File: src/rtl/crypto_test_oci_trace_pkg.sv
`default_nettype none
// ============================================================================
// Module      : crypto_test_oci_trace_pkg
// Description : Shared types and helpers for the OCI trace monitor. It holds
//               the monitor state encoding and the FIFO entry width, which is
//               the count tag and the trace word packed side by side.
// Revision    : 1.0  initial release
// ============================================================================
package crypto_test_oci_trace_pkg;

  // The encoding is visible on the state port, so the values are fixed.
  typedef enum logic [1:0] {
    ST_IDLE    = 2'd0,
    ST_CAPTURE = 2'd1,
    ST_DRAIN   = 2'd2,
    ST_DONE    = 2'd3
  } trace_state_t;

  localparam int DEFAULT_CNT_W   = 4;
  localparam int DEFAULT_DCT_W   = 30;
  localparam int DEFAULT_ENTRY_W = DEFAULT_CNT_W + DEFAULT_DCT_W;

  // A FIFO entry is {dct_count, dct_buffer}.
  function automatic int entry_width(input int cnt_w, input int dct_w);
    return cnt_w + dct_w;
  endfunction

endpackage
`default_nettype wire

File: src/rtl/crypto_test_oci_trace_fifo.sv
`default_nettype none
// ============================================================================
// Module      : crypto_test_oci_trace_fifo
// Description : Synchronous FIFO holding trace entries. The head entry is
//               presented combinationally, so a word written into an empty
//               FIFO is visible right after the write edge. The read port
//               shows zero when the FIFO is empty.
// Ports       : clk, reset (async, active high), clear (sync flush),
//               push/wdata (write request), pop (read request),
//               rdata (head entry), full, empty, level (occupancy).
// Revision    : 1.0  initial release
// ============================================================================
module crypto_test_oci_trace_fifo
  import crypto_test_oci_trace_pkg::*;
#(
  parameter int WIDTH  = DEFAULT_ENTRY_W,
  parameter int DEPTH  = 16,
  localparam int ADDR_W = $clog2(DEPTH)
) (
  input  logic              clk,
  input  logic              reset,
  input  logic              clear,
  input  logic              push,
  input  logic              pop,
  input  logic [WIDTH-1:0]  wdata,
  output logic [WIDTH-1:0]  rdata,
  output logic              full,
  output logic              empty,
  output logic [ADDR_W:0]   level
);

  localparam logic [ADDR_W:0] FULL_LVL = (ADDR_W + 1)'(DEPTH);

  logic [WIDTH-1:0]  mem [DEPTH];
  logic [ADDR_W-1:0] wr_ptr;
  logic [ADDR_W-1:0] rd_ptr;
  logic              do_push;
  logic              do_pop;

  assign empty = (level == '0);
  assign full  = (level == FULL_LVL);

  // A pop is only meaningful when there is a head entry; a push into a full
  // FIFO is only possible when the head leaves in the same cycle.
  assign do_pop  = pop && !empty;
  assign do_push = push && (!full || do_pop);

  assign rdata = empty ? '0 : mem[rd_ptr];

  // Storage carries no reset; validity is tracked by the level counter.
  always_ff @(posedge clk) begin
    if (do_push && !clear) begin
      mem[wr_ptr] <= wdata;
    end
  end

  // Pointers are ADDR_W bits wide and DEPTH is a power of two, so they wrap
  // modulo DEPTH naturally.
  always_ff @(posedge clk or posedge reset) begin
    if (reset) begin
      wr_ptr <= '0;
      rd_ptr <= '0;
      level  <= '0;
    end else if (clear) begin
      wr_ptr <= '0;
      rd_ptr <= '0;
      level  <= '0;
    end else begin
      if (do_push) begin
        wr_ptr <= wr_ptr + ADDR_W'(1);
      end
      if (do_pop) begin
        rd_ptr <= rd_ptr + ADDR_W'(1);
      end
      case ({do_push, do_pop})
        2'b10:   level <= level + (ADDR_W + 1)'(1);
        2'b01:   level <= level - (ADDR_W + 1)'(1);
        default: level <= level;
      endcase
    end
  end

endmodule
`default_nettype wire

File: src/rtl/crypto_test_nios2_qsys_0_oci_trace_monitor.sv
`default_nettype none
// ============================================================================
// Module      : crypto_test_nios2_qsys_0_oci_trace_monitor
// Description : Captures debug trace words into a FIFO while armed, drains
//               them to a ready/valid consumer at the end of a test, and
//               keeps saturating capture/drop statistics.
// Ports       : clk, reset (async, active high), enable (arm), clear (sync
//               flush), dct_valid/dct_buffer/dct_count (trace input),
//               test_ending/test_has_ended (end-of-test events),
//               out_valid/out_ready/out_data (FIFO head stream),
//               captured/dropped/overflow (statistics), state, done.
// Revision    : 1.0  initial release
// ============================================================================
module crypto_test_nios2_qsys_0_oci_trace_monitor
  import crypto_test_oci_trace_pkg::*;
#(
  parameter int DCT_W  = 30,
  parameter int CNT_W  = 4,
  parameter int DEPTH  = 16,
  parameter int STAT_W = 16
) (
  input  logic                     clk,
  input  logic                     reset,
  input  logic                     enable,
  input  logic                     clear,
  input  logic                     dct_valid,
  input  logic [DCT_W-1:0]         dct_buffer,
  input  logic [CNT_W-1:0]         dct_count,
  input  logic                     test_ending,
  input  logic                     test_has_ended,
  output logic                     out_valid,
  input  logic                     out_ready,
  output logic [CNT_W+DCT_W-1:0]   out_data,
  output logic [STAT_W-1:0]        captured,
  output logic [STAT_W-1:0]        dropped,
  output logic                     overflow,
  output logic [1:0]               state,
  output logic                     done
);

  localparam int ENTRY_W = entry_width(CNT_W, DCT_W);
  localparam int LVL_W   = $clog2(DEPTH) + 1;

  trace_state_t       state_q;
  trace_state_t       state_d;
  logic               ended_q;

  logic               fifo_full;
  logic               fifo_empty;
  logic [LVL_W-1:0]   fifo_level;

  logic               push_req;
  logic               pop_ok;
  logic               push_ok;
  logic               drop;
  logic               going_empty;

  // Push eligibility is based on the current state, so a word that arrives
  // on the cycle the FSM leaves CAPTURE is still captured.
  assign push_req = (state_q == ST_CAPTURE) && dct_valid;
  assign pop_ok   = !fifo_empty && out_ready;
  assign push_ok  = push_req && (!fifo_full || pop_ok);
  assign drop     = push_req && fifo_full && !pop_ok;

  // FIFO is empty after this edge: already empty, or the last entry leaves
  // now with nothing replacing it. This lets DONE follow the final pop
  // directly instead of one cycle later.
  assign going_empty = fifo_empty ||
                       ((fifo_level == LVL_W'(1)) && pop_ok && !push_ok);

  crypto_test_oci_trace_fifo #(
    .WIDTH (ENTRY_W),
    .DEPTH (DEPTH)
  ) u_fifo (
    .clk   (clk),
    .reset (reset),
    .clear (clear),
    .push  (push_ok),
    .pop   (pop_ok),
    .wdata ({dct_count, dct_buffer}),
    .rdata (out_data),
    .full  (fifo_full),
    .empty (fifo_empty),
    .level (fifo_level)
  );

  assign out_valid = !fifo_empty;
  assign state     = state_q;
  assign done      = (state_q == ST_DONE);

  // --------------------------------------------------------------------------
  // State machine
  // --------------------------------------------------------------------------
  always_ff @(posedge clk or posedge reset) begin
    if (reset) begin
      state_q <= ST_IDLE;
    end else if (clear) begin
      state_q <= ST_IDLE;
    end else begin
      state_q <= state_d;
    end
  end

  always_comb begin
    state_d = state_q;
    case (state_q)
      ST_IDLE: begin
        if (enable) begin
          state_d = ST_CAPTURE;
        end
      end
      ST_CAPTURE: begin
        // End-of-test takes precedence over disarming so that the trace is
        // always drained once the test signals its end.
        if (test_ending || test_has_ended) begin
          state_d = ST_DRAIN;
        end else if (!enable) begin
          state_d = ST_IDLE;
        end
      end
      ST_DRAIN: begin
        if (going_empty && (ended_q || test_has_ended)) begin
          state_d = ST_DONE;
        end
      end
      ST_DONE: begin
        state_d = ST_DONE;
      end
      default: begin
        state_d = ST_IDLE;
      end
    endcase
  end

  // --------------------------------------------------------------------------
  // Sticky end-of-test flag, overflow flag and saturating statistics
  // --------------------------------------------------------------------------
  always_ff @(posedge clk or posedge reset) begin
    if (reset) begin
      ended_q  <= 1'b0;
      overflow <= 1'b0;
      captured <= '0;
      dropped  <= '0;
    end else if (clear) begin
      ended_q  <= 1'b0;
      overflow <= 1'b0;
      captured <= '0;
      dropped  <= '0;
    end else begin
      if (test_has_ended) begin
        ended_q <= 1'b1;
      end
      if (drop) begin
        overflow <= 1'b1;
      end
      if (push_ok && (captured != '1)) begin
        captured <= captured + STAT_W'(1);
      end
      if (drop && (dropped != '1)) begin
        dropped <= dropped + STAT_W'(1);
      end
    end
  end

endmodule
`default_nettype wire

File: config.mk
export PLATFORM = sky130hd
export DESIGN_NAME = crypto_test_nios2_qsys_0_oci_trace_monitor
export DESIGN_NICKNAME = d
export VERILOG_FILES = /design/src/rtl/crypto_test_oci_trace_pkg.sv /design/src/rtl/crypto_test_oci_trace_fifo.sv /design/src/rtl/crypto_test_nios2_qsys_0_oci_trace_monitor.sv
export SDC_FILE = /design/constraint.sdc
export NUM_CORES = 1
export LEC_CHECK = 0
export CORE_ASPECT_RATIO = 1.4
export CORE_MARGIN = 1
export CORE_UTILIZATION = 45
export CTS_CLUSTER_SIZE = 12
export DETAILED_ROUTE_END_ITERATION = 10
export PLACE_DENSITY = 0.67
export SLEW_MARGIN = 10
export SYNTH_ARGS = -nofsm -noshare
export SYNTH_HDL_FRONTEND = slang
export SYNTH_SLANG_ARGS = --single-unit
File: constraint.sdc
create_clock -name clk -period 9 [get_ports clk]
set_input_delay 1.35 -clock clk [delete_from_list [all_inputs] [get_ports clk]]
set_output_delay 1.35 -clock clk [all_outputs]
set_load 0.005 [all_outputs]
==> impl_metrics.csv <==
group,metric,value,unit
power_and_ir_drop,total_leakage_power,8.11,nW
run_status,outcome,"finished, final reports clean",
synthesis,synth_cells,1158,
job,cap_violations,0,
cts,cts_tree,"done",
setup_path,path_delay_family,"buffers and inverters",
cts,cts_buffers,56,
sta,finalHoldWorstSlack,0.492,ns
final_layout,drive_gt1_frac,0.200,
final_layout,finalNetCount,1342,
power_and_ir_drop,peakVddDrop,195,µV
final_layout,multi_input_area,0.00566,mm²
die,die-area,0.0530,mm²
cts,ctsRootBufferMaster,"clkbuf_16",
power_and_ir_drop,clockPowerShare,0.313,
sta,clock_skew,0.0135,ns
detailed_routing,drtAntennaViolNets,0,
sta,period_minus_slack,5.23,ns
cts,holdBufCountCts,0,
place,gp_congestion,0.755,
synthesis,synthArstFlopShare,0.0826,
cts,cts_max_level,2,
sta,finalCritPeriodShare,0.581,
global_routing,grt_pass1_wl,74300,µm
power_and_ir_drop,swShare,0.247,
synthesis,synth_cell_type_count,50,
global_routing,grt_use_total,0.188,
power_and_ir_drop,seqPwrFrac,0.483,
final_layout,layout_commonest_cell,"edfxtp_1",
place,postPlaceCellArea,0.0254,mm²
die,die_x,195,µm
die,fp-row-count,98,
setup_path,cp_max_fo,88,
setup_path,critPathRequiredTime,7.65,ns
sta,rsz0062_at_grt,"no",
detailed_routing,vias,11446,
synthesis,netlist_area,0.0234,mm²
setup_path,crit_chain,"buf_12, mux4_2, mux2i_1, o22ai_1, clkdlybuf4s50_1",
cts,clk_pin_slew_worst_paths,0.06,ns
final_layout,layout_common_cells,"edfxtp_1, mux4_2, clkdlybuf4s50_1",
detailed_routing,drc,0,
setup_path,crit_arrival,3.88,ns
place,port_buffers,112,
cts,cts_resized,0,
global_routing,antenna_found_initial,2,
cts,clk_latency,0.59,ns
power_and_ir_drop,power.density,241,mW/mm²
setup_path,crit_slowest_cell,"dfrtp_4",
detailed_routing,drt-wirelength-per-cell,25.2,µm
synthesis,synth-seq-cells,593,
final_layout,final_core_util,0.524,
detailed_routing,wirelength,49200,µm
die,initial_utilization,0.457,
final_layout,antenna_cells,0,
sta,worst_pin_slew,1.07,ns
sta,max_freq,0.191,GHz
sta,relSlewSlack,0.279,
power_and_ir_drop,power_frac_comb,0.204,
synthesis,synth_flop_cell,"edfxtp_1",
die,design.core.area,0.0513,mm²
power_and_ir_drop,power.switching,0.00160,W
global_routing,grt_max_degree,89,
final_layout,area_growth,14.7,%
cts,postCtsSetupBuffers,0,
final_layout,stdcell_area,0.0269,mm²
final_layout,seqCellArea,0.0176,mm²
sta,final.setup.tns,0,ns
detailed_routing,drt_iter0_drc,979,
power_and_ir_drop,p_int,0.00487,W
synthesis,yosys_warnings,0,
synthesis,synth-edff-count,544,
synthesis,synth_area_per_cell,20.2,µm²
sta,setup_viol,0,
power_and_ir_drop,power,0.00647,W
die,ios,113,
setup_path,critPathLaunchType,"flop",
setup_path,cp_num_buf_inv,2,
cts,clk_path_buf_depth,3,
cts,cts_sinks,593,
sta,final_hold_viol_count,0,
place,hpwl,23900,µm
sta,slew_violations,0,
setup_path,critPathCaptureType,"output port",
die,die_h,272,µm
setup_path,cpPeakStageDelay,1.11,ns
synthesis,synth_fp_nets,1211,
global_routing,grt_pass1_vias,12046,
synthesis,synth-seq-area-share,0.749,
global_routing,grt_remaining_overflow,0,
detailed_routing,drt-vias-per-instance,5.88,
min_path,hold_class,"reg -> reg",
setup_path,timing_worst_setup_path_type,"reg -> out",
detailed_routing,dr.pass1.iters,5,
final_layout,fill_cells,3994,
==> cells in the mapped netlist, types with 2 or more instances <==
library cell  instances  area, µm²
a21oi_1              12       60.1
nor3b_1               6       45.0
nor2b_1               5       31.3
nand2_1              27        101
o22ai_1              34        213
o21ai_0               5       25.0
xor2_1                3       26.3
edfxtp_1            544      16300
nor2_1               54        203
nor4bb_1              3       30.0
nor4b_1               4       35.0
nand3_1              17       85.1
buf_2                13       65.1
nor3_1               15       75.1
nor4_2                4       50.1
nand4_1              11       68.8
or3_1                 2       12.5
mux4_2              136       3060
dfrtp_1              49       1230
nor4_1                9       56.3
nand3b_1              2       15.0
a211oi_1              2       15.0
buf_1                 6       22.5
xnor2_1              32        280
a21o_1                3       22.5
buf_6                 2       22.5
clkbuf_1             44        165
inv_1                10       37.5
and4_1                4       35.0
mux2i_1              69        691
a22oi_1               2       15.0
ha_1                 11        138
==> worst paths after layout <==
check / startpoint / to / cells past startpoint / slack (ns)
worst min register to register: ended_q / ended_q / 2 / 0.49
max in group asynchronous: reset / u_fifo.rd_ptr[0] / 2 / 6.87
min in group asynchronous: reset / captured[5] / 2 / 1.35
worst max-delay path: u_fifo.rd_ptr[0] / out_data[31] / 5 / 3.77
worst max register to register: state[1] / u_fifo.mem[10][3] / 5 / 5.84
worst min-delay path: ended_q / ended_q / 2 / 0.49
==> area by class of cell <==
cell class | count | share of cell area
clock inverter | 7 | 0.00186
timing repair buffer | 139 | 0.0495
inverter | 10 | 0.00140
sequential | 593 | 0.654
multi-input combinational | 489 | 0.210
clock buffer | 60 | 0.0527
tap | 650 | 0.0303
==> kinds of logic after synthesis <==
family / share of synthesized area
flip-flops: 0.749
multiplexers: 0.161
AND/OR/NAND/NOR: 0.0403
buffers and inverters: 0.0140
AO/OA/AOI/OAI: 0.0163
XOR/XNOR: 0.0131
adder cells (fa/ha/maj): 0.00587
==> power groups by stage <==
stage	Combinational [W]	Clock, W	Sequential, W
floorplan	0.000942	0	0.00310
global placement	0.00133	0	0.00319
detailed placement	0.00134	0	0.00319
CTS	0.00135	0.00207	0.00313
global route	0.00142	0.00216	0.00314
finish	0.00132	0.00202	0.00313
==> worst reg2reg max path, delay by kind of cell (launching register included) <==
| kind | cells | cell delay [ns] |
|---|---|---|
| AND/OR/NAND/NOR | 3 | 1.25 |
| flip-flops | 1 | 0.45 |
| AO/OA/AOI/OAI | 1 | 0.44 |
| buffers and inverters | 1 | 0.61 |
==> per-layer routing <==
metal,vias up,track usage,routed length (µm)
met5,-,0,27
met4,4,0.0559,1110
met3,84,0.0302,2460
met2,321,0.316,24800
met1,6079,0.254,20800
li1,4958,-,-
==> sequential cells by signal, summed over array words and instances, names as in the netlist <==
name           flops
u_fifo.mem       544
captured          16
dropped           16
u_fifo.level       5
u_fifo.rd_ptr      4
u_fifo.wr_ptr      4
state              2
ended_q            1
overflow           1
==> per-stage QoR <==
step	cells	worst slack (ns)
global route	1948	3.44
global placement	1881	4.26
CTS	1948	3.63
floorplan	1158	2.79
finish	1948	3.77
detailed placement	1881	4.27
Power figures use the tool's default switching activity.
